**config.mk**
```make
export PLATFORM = sky130hd
export DESIGN_NAME = mult_seq_n
export DESIGN_NICKNAME = d
export VERILOG_FILES = /design/src/rtl/mult_pkg.sv /design/src/rtl/full_add_n_bit.sv /design/src/rtl/mult_seq_n.sv
export SDC_FILE = /design/constraint.sdc
export NUM_CORES = 1
export LEC_CHECK = 0
export ABC_CLOCK_PERIOD_IN_PS = 3100
export BUFFER_PORTS_ARGS = -buffer_cell sky130_fd_sc_hd__buf_2
export CAP_MARGIN = 10
export CORE_ASPECT_RATIO = 0.7
export CORE_MARGIN = 2
export CORE_UTILIZATION = 35
export DETAILED_ROUTE_END_ITERATION = 7
export PLACE_DENSITY_LB_ADDON = 0.15
export RECOVER_POWER = 100
export SETUP_SLACK_MARGIN = 0.4
export SYNTH_ARGS = -nofsm -noshare
export SYNTH_HDL_FRONTEND = slang
export SYNTH_HIERARCHICAL = 1
export SYNTH_SLANG_ARGS = --single-unit
```
**constraint.sdc**
```tcl
create_clock -name clk -period 3.1 [get_ports clk]
set_input_delay 0.465 -clock clk [delete_from_list [all_inputs] [get_ports clk]]
set_output_delay 0.465 -clock clk [all_outputs]
set_load 0.1 [all_outputs]
```
**src/rtl/mult_pkg.sv**
```systemverilog
// Shared constants for the sequential multiplier: FSM state encodings.
package mult_pkg;

    localparam int unsigned STATE_W = 2;

    localparam logic [STATE_W-1:0] ST_IDLE = 2'd0;
    localparam logic [STATE_W-1:0] ST_RUN  = 2'd1;
    localparam logic [STATE_W-1:0] ST_DONE = 2'd2;

endpackage : mult_pkg

```
**src/rtl/full_add_n_bit.sv**
```systemverilog
// N-bit ripple-style full adder with carry in and carry out.
module full_add_n_bit #(
    parameter int unsigned N = 8
) (
    input  logic [N-1:0] a,
    input  logic [N-1:0] b,
    input  logic         c_in,
    output logic [N-1:0] sum,
    output logic         c_out
);

    // Single wide add; the carry lands in the extra top bit.
    assign {c_out, sum} = (N+1)'(a) + (N+1)'(b) + (N+1)'(c_in);

endmodule : full_add_n_bit

```
**src/rtl/mult_seq_n.sv**
```systemverilog
// Radix-2 shift-add sequential multiplier, unsigned or two's-complement,
// one multiplier bit per cycle, sign applied to the magnitude product.
module mult_seq_n
    import mult_pkg::*;
#(
    parameter int unsigned N = 8
) (
    input  logic           clk,
    input  logic           rst_n,
    input  logic           start,
    input  logic           signed_mode,
    input  logic [N-1:0]   a,
    input  logic [N-1:0]   b,
    output logic           busy,
    output logic           done,
    output logic [2*N-1:0] p
);

    localparam int unsigned CNT_W = $clog2(N);
    localparam int unsigned PW    = 2 * N;

    logic [STATE_W-1:0] state;
    logic [STATE_W-1:0] state_nxt;
    logic [CNT_W-1:0]   cnt;
    logic [N-1:0]       mcand;
    logic               neg;
    logic [PW-1:0]      acc;

    logic [N-1:0]       add_sum;
    logic               add_co;
    logic [PW-1:0]      acc_step_c;
    logic               last_c;
    logic [N-1:0]       a_mag_c;
    logic [N-1:0]       b_mag_c;

    // Accumulation adder: upper half of the accumulator plus multiplicand magnitude.
    full_add_n_bit #(.N(N)) u_add (
        .a     (acc[PW-1:N]),
        .b     (mcand),
        .c_in  (1'b0),
        .sum   (add_sum),
        .c_out (add_co)
    );

    // Operand magnitudes; -2^(N-1) maps to 2^(N-1), which still fits in N bits.
    always_comb begin
        a_mag_c = a;
        b_mag_c = b;
        if (signed_mode && a[N-1]) a_mag_c = ~a + N'(1);
        if (signed_mode && b[N-1]) b_mag_c = ~b + N'(1);
    end

    // One shift-add step: conditionally add into the upper half, then shift right.
    always_comb begin
        acc_step_c = {1'b0, acc[PW-1:1]};
        if (acc[0]) acc_step_c = {add_co, add_sum, acc[N-1:1]};
        last_c = (cnt == CNT_W'(N - 1));
    end

    // Next-state logic.
    always_comb begin
        state_nxt = state;
        case (state)
            ST_IDLE: if (start)  state_nxt = ST_RUN;
            ST_RUN:  if (last_c) state_nxt = ST_DONE;
            ST_DONE: state_nxt = ST_IDLE;
            default: state_nxt = ST_IDLE;
        endcase
    end

    // State register.
    always_ff @(posedge clk or negedge rst_n) begin
        if (!rst_n) state <= ST_IDLE;
        else        state <= state_nxt;
    end

    // Datapath, product register and registered status flags.
    always_ff @(posedge clk or negedge rst_n) begin
        if (!rst_n) begin
            cnt   <= '0;
            mcand <= '0;
            neg   <= 1'b0;
            acc   <= '0;
            p     <= '0;
            busy  <= 1'b0;
            done  <= 1'b0;
        end else begin
            busy <= (state_nxt != ST_IDLE);
            done <= (state_nxt == ST_DONE);
            case (state)
                ST_IDLE: begin
                    if (start) begin
                        mcand <= a_mag_c;
                        neg   <= signed_mode & (a[N-1] ^ b[N-1]);
                        acc   <= {N'(0), b_mag_c};
                        cnt   <= '0;
                    end
                end
                ST_RUN: begin
                    acc <= acc_step_c;
                    cnt <= last_c ? '0 : cnt + CNT_W'(1);
                    if (last_c) p <= neg ? (~acc_step_c + PW'(1)) : acc_step_c;
                end
                default: ;
            endcase
        end
    end

endmodule : mult_seq_n
```
# Yosys cells after proc, flatten, opt, wreduce, memory -nomap -nowiden
# Cells that the tools add are included.
# W data, S select, Z words.
word_totals:
  reg_bits: 48
  in_bits: 20
  output_inout_bits: 18
op_classes:
  bitwise: 5
  add_sub_neg: 5
  eq_ne: 4
  muxes: 12
  reduce_logical: 8
op_table:
  columns: ["op", "n"]
  rows:
  - ["$mux W16", 3]
  - ["$pmux W16 S2", 1]
  - ["$add A16 B1 Y16 const B", 1]
  - ["$add A8 B1 Y8 const B", 2]
  - ["$mux W8", 2]
  - ["$not A16 Y16", 1]
  - ["$not A8 Y8", 2]
  - ["$add A8 B8 Y9", 1]
  - ["$mux W3", 2]
  - ["$pmux W3 S2", 1]
  - ["$reduce_and A2 Y1", 3]
  - ["$mux W2", 2]
  - ["$pmux W2 S2", 1]
  - ["$reduce_bool A2 Y1", 2]
  - ["$add A3 B1 Y3 const B", 1]
  - ["$eq A3 B3 Y1 const B", 1]
  - ["$eq A2 B1 Y1 const B", 1]
  - ["$eq A2 B2 Y1 const B", 1]
  - ["$logic_and A1 B1 Y1", 2]
  - ["$logic_not A2 Y1", 1]
  - ["$ne A2 B2 Y1 const B", 1]
  - ["$and A1 B1 Y1", 1]
  - ["$xor A1 B1 Y1", 1]

# Longest topological paths before layout
# Gate-level depths: netlist of run 1.
depth:
  word_depth: 5
  ltp_mapped: 10

# Modules after synthesis
# The synthesis of run 1 kept the hierarchy.
by_module_without_submodules:
  columns: ["module", "cells_per_inst", "area_each_um2", "seq_area_each_um2", "instances"]
  rows:
  - ["mult_seq_n", 285, 2642.5, 1201.2, 1]
  - ["full_add_n_bit", 42, 331.6, 0.0, 1]

# Worst setup path before layout of run 1
# Ideal clock, no wire load.
synth_path:
  kind: "reg-to-reg"
  start: "reg acc[8]"
  end: "reg p[15]"
  setup_slack_ns: 0.194
  path_buffers: 0
  synth_period_minus_slack_ns: 2.906
  arrival_time_ns: 2.780
  setup_ns: 0.126
  path_stages_with_launch: 11
  path_cell_list: "dfrtp_1 -> fa_1 -> fa_1 -> a21oi_1 -> nor2_1 -> nor2_1 -> xnor2_1 -> nor4b_1 -> o21ai_0 -> o31a_1 -> a221o_1"
synth_via:
  elab_chain_cells: 5
synth_rtl:
  columns: ["item", "line_no", "source"]
  rows:
  - ["start, declared", "mult_seq_n.sv:27", "logic [PW-1:0] acc;"]
  - ["start signal, assigned", "mult_seq_n.sv:95", "acc <= {N'(0), b_mag_c};"]
  - ["start signal, assigned", "mult_seq_n.sv:100", "acc <= acc_step_c;"]
  - ["$add A8 B8 Y9", "full_add_n_bit.sv:13", "assign {c_out, sum} = (N+1)'(a) + (N+1)'(b) + (N+1)'(c_in);"]
  - ["net add_sum[6]", "mult_seq_n.sv:29", "logic [N-1:0] add_sum;"]
  - ["$mux W16", "mult_seq_n.sv:56", "if (acc[0]) acc_step_c = {add_co, add_sum, acc[N-1:1]};"]
  - ["$not A16 Y16", "mult_seq_n.sv:102", "if (last_c) p <= neg ? (~acc_step_c + PW'(1)) : acc_step_c;"]
  - ["$add A16 B1 Y16", "mult_seq_n.sv:102", null]
  - ["$mux W16", "mult_seq_n.sv:102", null]
  - ["end signal, assigned", "mult_seq_n.sv:102", null]
  - ["end, declared", "mult_seq_n.sv:16", "output logic [2*N-1:0] p"]
# The timed path passes the listed nets, and every way through them passes these cells.
# A chain may end at the register's enable or synchronous reset.

# Final worst setup path of run 1
layout_path:
  start: "reg mcand[0]"
  end: "reg p[15]"
layout_via:
  elab_chain_cells: 5
layout_rtl:
  columns: ["item", "line_no", "source"]
  rows:
  - ["start, declared", "mult_seq_n.sv:25", "logic [N-1:0] mcand;"]
  - ["start signal, assigned", "mult_seq_n.sv:93", "mcand <= a_mag_c;"]
  - ["$add A8 B8 Y9", "full_add_n_bit.sv:13", null]
  - ["net add_sum[6]", "mult_seq_n.sv:29", null]
  - ["$mux W16", "mult_seq_n.sv:56", null]
  - ["$not A16 Y16", "mult_seq_n.sv:102", null]
  - ["$add A16 B1 Y16", "mult_seq_n.sv:102", null]
  - ["$mux W16", "mult_seq_n.sv:102", null]
# The timed path passes the listed nets, and every way through them passes these cells.

==> results of run 1 <==
## routing by layer
layer | vias up | wire, microns | global-route usage, %
met5 | - | 0 | 0
met4 | 0 | 48 | 3.29
met3 | 5 | 382 | 4.03
met2 | 58 | 2620 | 22.1
met1 | 1203 | 4140 | 27.5
li1 | 1286 | - | -
## metrics by stage
step | instances | instance area [sq um] | setup slack [ns] | hold slack (ns) | util, %
2_1_floorplan | 327 | 2990 | 0.421 | 0.169 | -
3_3_place_gp | 462 | 3300 | 0.270 | 0.433 | 39.6
3_5_place_dp | 462 | 3300 | 0.188 | 0.432 | 39.6
4_1_cts | 474 | 3480 | 0.345 | 0.122 | 41.8
5_1_grt | 475 | 3490 | 0.120 | 0.414 | 41.9
6_report | 475 | 3490 | 0.249 | 0.319 | 41.9
## cell families (layout without fill, tap and decap cells)
kind of cell / count (synthesis) / count (layout) / synth area share, %
adders and majority gates: 14 / 14 / 6.39
and+or+nand+nor: 111 / 111 / 18.8
other: 1 / 1 / 0.126
DFF: 48 / 48 / 40.4
xor gates and xnor gates: 22 / 22 / 6.48
AOI/OAI and AO/OA: 87 / 87 / 18.9
muxes: 15 / 15 / 5.09
buffers and inverters: 29 / 72 / 3.83
## Yosys cell counts, types with 2 or more instances
master,instances
or3_1,6
nor4b_1,2
o2111ai_1,3
mux2i_1,14
a221oi_1,2
a21o_1,3
a22oi_1,7
o311ai_0,2
dfrtp_1,48
or4_1,3
ha_1,12
nand4_1,3
nor2_1,13
nor3b_1,2
clkbuf_1,10
a21oi_1,12
nand3_1,22
or3b_2,2
a31oi_1,2
inv_1,12
xor2_1,10
o31ai_1,4
xnor2_1,12
nor3_1,9
fa_1,2
nor2b_1,4
nor4_1,4
buf_2,4
a311o_1,2
o21ai_0,38
o31a_1,2
nand2b_1,2
nand2_1,35
## worst max-delay path, delay by kind of cell (launching register included)
family	cells	cell delay, ns
xor+xnor	1	0.09
compound gates	4	0.87
fa+ha+maj	2	0.84
simple gates	3	0.54
flops	1	0.40
## registers in the layout, indices dropped and copies added, names as in the netlist
register  count
busy          1
state         2
done          1
acc          16
neg           1
p            16
cnt           3
mcand         8
## final cells by class
class | count | area [sq um] | share of cell area [%]
multi-input combinational | 250 | 1720 | 49.1
inverter | 14 | 52.6 | 1.51
clock buffer | 8 | 146 | 4.19
sequential | 48 | 1200 | 34.5
timing repair buffer | 50 | 241 | 6.92
tap | 105 | 131 | 3.76
## path summary, 6_finish.rpt
path / to / slack [ns] / depth (start not counted)
worst min register to register: p[3] / 0.48 / 2
worst min-delay path: cnt[2] / 0.32 / 1
worst max-delay path: p[15] / 0.25 / 10
max in group asynchronous: acc[9] / 1.40 / 2
min in group clk: p[3] / 0.48 / 2
worst max register to register: p[15] / 0.25 / 10
## what timing repair did
item / in CTS / in global routing
pin swaps: 3 / 9
resized for setup: 3 / 14
setup endpoints to repair: 4 / 6
setup buffers: 4 / 1
hold endpoints to repair: 0 / 0
==> flow_summary.yaml, run 1 <==
worst_setup_path:
  critical_path_data_required_time_ns: 3.27
  worst_r2r_startpoint: "mcand[0]"
  worstPathCellList: "fa_1 > fa_2 > a21oi_2 > nor2_1 > nor2_2 > xnor2_2 > nor4b_2 > o21ai_0 > o31a_1 > a221o_1"
  startpoint_type: "flip-flop"
  critical_path.startpoint: "mcand[0]"
  critPathMaxStageDelay_ns: 0.46
  worst_path_max_delay_cell: "fa_1"
  worst-path-max-fanout: 2
  worstSetupPathType: "reg -> reg"
  cp_data_arrival_time_ns: 3.02
  critPathCaptureType: "flip-flop"
final_layout:
  drive_above_1_share_pct: 13.5
  antennaDiodeCount: 0
  final_net_count: 403
  area_growth_pct: 17.4
  final_common_cell: "dfrtp_1"
  final_cell_mix: "dfrtp_1 (46), o21ai_0 (38), nand2_1 (35), clkbuf_1 (25), nand3_1 (22)"
  fillers: 871
floorplan:
  floorplan.die_area_sq_mm: 0.00926
  die_y_microns: 81.1
  placement_rows: 28
  die_x_microns: 114
  floorplan.initialDensity_pct: 35.7
  core_sq_mm: 0.00834
  design.portCount: 38
drt:
  detail_route.wirelength_microns: 7190
  route.detailed.drc: 0
  vias_per_cell: 5.37
  drt-pass1-iter-count: 4
  antenna_left: 0
  vias: 2552
  drt-wirelength-per-cell_microns: 15.1
  detail_route.iter0.violations: 182
timing:
  fmax_mhz: 351
  setup_viol: 0
  post-route-period-util_pct: 92.0
  timing.final.max_slew_violations: 0
  clock_skews_ns: 0.00399
  timing.setup.tns_ns: 0
  final_period_minus_worst_setup_slack_ns: 2.85
  unrepaired_setup_endpoints_after_global_routing: "yes"
  max_slew.worst_pin.slew_ns: 1.19
  max-slew-margin-rel_pct: 21.2
  fin_hold_viols: 0
synth:
  syn-instance-count: 327
  synth_area_leader_cell: "dfrtp_1"
  asyncSetResetFlopFracSynth_pct: 100
  synthesis.area_sq_mm: 0.00297
  portion_of_the_post_synthesis_area_used_by_sequential_elements_pct: 40.4
  synth-edff-count: 0
  synth_top_area_share_pct: 40.4
  synth.area.top_cells: "dfrtp_1 (40%), o21ai_0 (6.4%), ha_1 (5.0%), mux2i_1 (4.7%), nand2_1 (4.4%)"
  synth_seq_cells: 48
  yosys_warnings: 6
  post_synthesis_area_per_instance_sq_um: 9.10
  netlist-cell-type-count: 52
  synth_nets: 361
  synthFlopType: "dfrtp_1"
grt:
  initial_antenna_violation_count: 0
  first_global_vias: 2327
  grt_max_degree: 39
  grt_pass1_wl_microns: 12200
  track_usage_pct: 16.9
  globalRouteOverflowTotal: 0
run_status:
  run_status: "finished, final reports clean"
hold_path:
  timing.hold.worst.class: "in -> async"
cts:
  cts_sinks: 48
  cts_root_buf: "clkbuf_16"
  cts_tree: "yes"
  htree_depth: 2
  numCtsBuffers: 5
  clk_transition_reported_paths_ns: 0.06
  clock_latency_ns: 0.29
  post_cts_hold_buffer_count: 0
  clockBufferDepth: 2
placement:
  port_buffers: 37
  globalplace.congestion: 0.816
  detailed_place_hpwl_microns: 5370
job:
  drv_cap: 0
Power of run 1 is not shown: default switching activity piles up to over one toggle a cycle in this logic, so the estimate is an artifact.
==> inputs of run 2 (changes only) <==
- PLACE_DENSITY_LB_ADDON: 0.15 -> 0.1
==> flow_summary.yaml, run 2 (same netlist as run 1, synthesis figures left out) <==
timing:
  max-slew-margin-rel_pct: -2.07
  timing.setup.tns_ns: 0
  unrepaired_setup_endpoints_after_global_routing: "yes"
  fin_hold_viols: 0
  final_period_minus_worst_setup_slack_ns: 2.84
  clock_skews_ns: 0.00669
  fmax_mhz: 352
  worst_hold_slack_ns: 0.476
  setup_viol: 0
  timing.final.max_slew_violations: 29
  post-route-period-util_pct: 91.5
  max_slew.worst_pin.slew_ns: 1.53
drt:
  detail_route.iter0.violations: 222
  vias: 2503
  detail_route.wirelength_microns: 7410
  drt-pass1-iter-count: 5
  route.detailed.drc: 0
  drt-wirelength-per-cell_microns: 15.8
  antenna_left: 0
  vias_per_cell: 5.33
worst_setup_path:
  critPathMaxStageDelay_ns: 0.49
  worstPathCellList: "fa_1 > fa_1 > or3b_4 > a211o_1 > o31a_1 > a221o_1"
  worst-path-max-fanout: 8
  worst-path-buf-inv: 0
  cp_data_arrival_time_ns: 3.01
  worst_path_max_delay_cell: "fa_1"
  worst-r2r-cell-count: 6
  critPathCaptureType: "flip-flop"
  critical-path-top-delay-family: "compound AO/OA/AOI/OAI gates"
  startpoint_type: "flip-flop"
  worst_r2r_startpoint: "mcand[0]"
  cpMostUsedCell: "fa_1"
  rr_endpoint: "p[15]"
  worstSetupPathType: "reg -> reg"
  critical_path_data_required_time_ns: 3.28
  ff2ff_setup_slack_ns: 0.26
cts:
  cts_root_buf: "clkbuf_16"
  clk_transition_reported_paths_ns: 0.07
  numCtsBuffers: 5
  cts_tree: "yes"
  htree_depth: 2
  cts_sinks: 48
  clockBufferDepth: 2
  clock_latency_ns: 0.29
  post_cts_hold_buffer_count: 0
placement:
  port_buffers: 37
  detailed_place_hpwl_microns: 5320
  globalplace.congestion: 0.837
  placed_cell_area_sq_mm: 0.00328
floorplan:
  die_y_microns: 81.1
  floorplan.initialDensity_pct: 35.7
  placement_rows: 28
  floorplan.die_area_sq_mm: 0.00926
  design.portCount: 38
  die_x_microns: 114
  core_sq_mm: 0.00834
final_layout:
  final_cell_mix: "dfrtp_1 (46), o21ai_0 (37), nand2_1 (35), nand3_1 (21), clkbuf_1 (21)"
  antennaDiodeCount: 0
  drive_above_1_share_pct: 14.8
  post_route_cell_area_sq_mm: 0.00352
  final_net_count: 399
  post-route-util_pct: 42.2
  reg_top3: "acc (16), p (16), mcand (8)"
  area_growth_pct: 18.4
  final_common_cell: "dfrtp_1"
grt:
  grt_max_degree: 39
  track_usage_pct: 17.0
  first_global_vias: 2357
  initial_antenna_violation_count: 0
  globalRouteOverflowTotal: 0
  grt_pass1_wl_microns: 12200
hold_path:
  timing.hold.worst_path_depth: 2
  holdPathEnd: "p[3]"
  timing.hold.worst.class: "reg -> reg"
  hold_path_startpoint: "p[3]"
run_status:
  violated_checks: "capacitance limit, slew limit"
  run_status: "finished with violations"
job:
  drv_cap: 1
-- run 2: worst max-delay path by stage --
stage              from     to  slack, ns  depth (start not counted)
2_1_floorplan  mcand[0]  p[15]       0.42                         10
3_3_place_gp     acc[8]  p[15]       0.25                         10
3_5_place_dp     acc[8]  p[15]       0.20                         10
4_1_cts        mcand[0]  p[15]       0.35                         10
5_1_grt        mcand[0]  p[12]       0.16                          8
6_report       mcand[0]  p[15]       0.26                          6
-- run 2: final cells by class --
type                            count  area (sq um)
Timing Repair Buffer               46           221
Clock buffer                        7           153
Multi-Input combinational cell    250          1760
Inverter                           14          52.6
Fill cell                         870          4820
Tap cell                          105           131
Sequential cell                    48          1200
-- run 2: what timing repair did --
action                     4_1_cts  5_1_grt
pin swaps                        3        8
setup endpoints to repair        3        5
resized for setup                3       19
buffers inserted                 2        2
-- run 2: per-stage QoR --
stage                     setup slack [ns]  std cells
after global placement               0.252        459
after floorplan                      0.421        327
after CTS                            0.350        468
final                                0.262        470
after detailed placement             0.204        459
after global routing                 0.160        470
-- run 2: worst min-delay path, cell delays in order, from the launching register on --
cell     delay, ns
dfrtp_1       0.34
nand2_1       0.04
o21ai_0       0.06
-- run 2: routing by layer --
layer	vias up	share of wire (%)	wire [microns]	GRT usage [%]
met2	59	36	2650	22.0
met4	0	0.50	37	3.66
li1	1271	-	-	-
met1	1168	59	4350	28.0
met3	5	5.0	371	3.66
met5	-	0	0	0
Power of run 2 is left out for the same reason.
==> inputs of run 3 (changes only) <==
- ABC_CLOCK_PERIOD_IN_PS: 3100 -> 2500
- clock period: 3.1 -> 2.5 ns (I/O delays scaled with it)
==> flow_summary.yaml, run 3 (same netlist as run 1, synthesis figures left out) <==
floorplan:
  design.portCount: 38
  floorplan.die_area_sq_mm: 0.00926
  placement_rows: 28
  floorplan.initialDensity_pct: 35.7
  core_sq_mm: 0.00834
  die_y_microns: 81.1
  die_x_microns: 114
worst_setup_path:
  worstSetupPathType: "reg -> reg"
  worst-r2r-cell-count: 10
  worst_r2r_startpoint: "mcand[0]"
  critical-path-top-delay-family: "simple AND/OR/NAND/NOR gates"
  worst-path-max-fanout: 3
  cp_data_arrival_time_ns: 2.96
  critPathMaxStageDelay_ns: 0.49
  cp.depth: 10
  ff2ff_setup_slack_ns: -0.23
  cpMostUsedCell: "fa_2"
  critical_path.startpoint: "mcand[0]"
  critPathCaptureType: "flip-flop"
  worstPathCellList: "fa_2 > fa_2 > a21oi_4 > o21bai_2 > xor2_2 > buf_4 > nor4_2 > mux2i_1 > or4_1 > nand3_1"
  startpoint_type: "flip-flop"
  critical_path_data_required_time_ns: 2.73
  worst_path_max_delay_cell: "or4_1"
  rr_endpoint: "p[13]"
  critical_path.endpoint: "p[13]"
  worst-path-buf-inv: 1
placement:
  dpl_worst_slack_ns: -0.222
  globalplace.congestion: 0.808
  detailed_place_hpwl_microns: 5600
  port_buffers: 37
timing:
  post-route-period-util_pct: 109
  fmax_mhz: 367
  timing.final.max_slew_violations: 0
  max_slew.worst_pin.slew_ns: 1.20
  fin_hold_viols: 0
  clock_skews_ns: 0.00819
  max-slew-margin-rel_pct: 20.1
  unrepaired_setup_endpoints_after_global_routing: "yes"
  finalWorstSetupSlack_ns: -0.226
  final_period_minus_worst_setup_slack_ns: 2.73
  setup_viol: 7
cts:
  cts_sinks: 48
  clk_transition_reported_paths_ns: 0.07
  cts_root_buf: "clkbuf_16"
  clock_latency_ns: 0.30
  cts_tree: "yes"
  clockBufferDepth: 2
  numCtsBuffers: 5
  htree_depth: 2
drt:
  vias: 2700
  drt-pass1-iter-count: 4
  route.detailed.drc: 0
  detail_route.iter0.violations: 169
  detail_route.wirelength_microns: 7950
  antenna_left: 0
  drt-wirelength-per-cell_microns: 15.5
  vias_per_cell: 5.25
final_layout:
  area_growth_pct: 36.1
  final_cell_mix: "dfrtp_1 (48), buf_4 (39), nand2_1 (34), o21ai_0 (31), clkbuf_1 (22)"
  sequential_cell_area_sq_mm: 0.00120
  reg_top3: "acc (16), p (16), mcand (8)"
  multi_input_comb_area_sq_mm: 0.00193
  final_net_count: 442
  final_common_cell: "dfrtp_1"
  fillers: 791
  drive_above_1_share_pct: 28.4
  antennaDiodeCount: 0
grt:
  first_global_vias: 2448
  grt_pass1_wl_microns: 12800
  initial_antenna_violation_count: 0
  track_usage_pct: 18.0
  globalRouteOverflowTotal: 0
  grt_max_degree: 49
run_status:
  run_status: "finished with violations"
  violated_checks: "setup timing"
hold_path:
  hold_path_startpoint: "a[7]"
  timing.hold.worst.class: "in -> reg"
job:
  drv_cap: 0
[run 3: tightest hold or removal path, cell delays in order]
cell and delay (ns):
buf_2 0.13, nand2_1 0.06, o21ai_0 0.06
[run 3: how the worst min path moves through the flow]
stage               endpoint  slack (ns)  depth (start not counted)
finish              mcand[7]        0.38                          3
global route             neg        0.42                          3
CTS                     done        0.21                          2
detailed placement     p[10]        0.46                          2
global placement        p[8]        0.46                          2
floorplan             acc[0]        0.08                          0
[run 3: repair_timing]
action	in CTS	in global routing
resized for setup	19	38
hold buffers	0	0
setup buffers	6	8
pin swaps	11	18
setup endpoints to repair	12	14
[run 3: final cells by class]
type / count / share of cell area (%)
inverters: 14 / 1.30
well taps: 105 / 3.25
multi-input cells: 250 / 47.7
flip-flops and latches: 48 / 29.7
clock inverters: 3 / 1.05
repair buffers: 89 / 14.0
clock buffers: 5 / 3.09
[run 3: layer usage]
layer	share of wire [%]	up-vias	global-route usage, %	wire length, microns
li1	-	1356	-	-
met1	56	1280	28.0	4420
met2	39	54	23.6	3070
met3	4.0	10	5.15	315
met4	1.8	0	5.73	146
met5	0	-	0	0
[run 3: per-stage QoR]
| step | TNS (ns) | std cells | utilization, % | hold slack (ns) | instance area (sq um) |
|---|---|---|---|---|---|
| after detailed placement | -0.885 | 492 | 42.4 | 0.463 | 3540 |
| after CTS | -0.679 | 506 | 46.1 | 0.210 | 3840 |
| after floorplan | -0.177 | 327 | - | 0.0794 | 3000 |
| after global placement | -0.693 | 492 | 42.4 | 0.458 | 3540 |
| after global routing | -1.83 | 514 | 48.5 | 0.415 | 4050 |
| final | -1.01 | 514 | 48.5 | 0.383 | 4050 |
Power of run 3 is left out for the same reason.
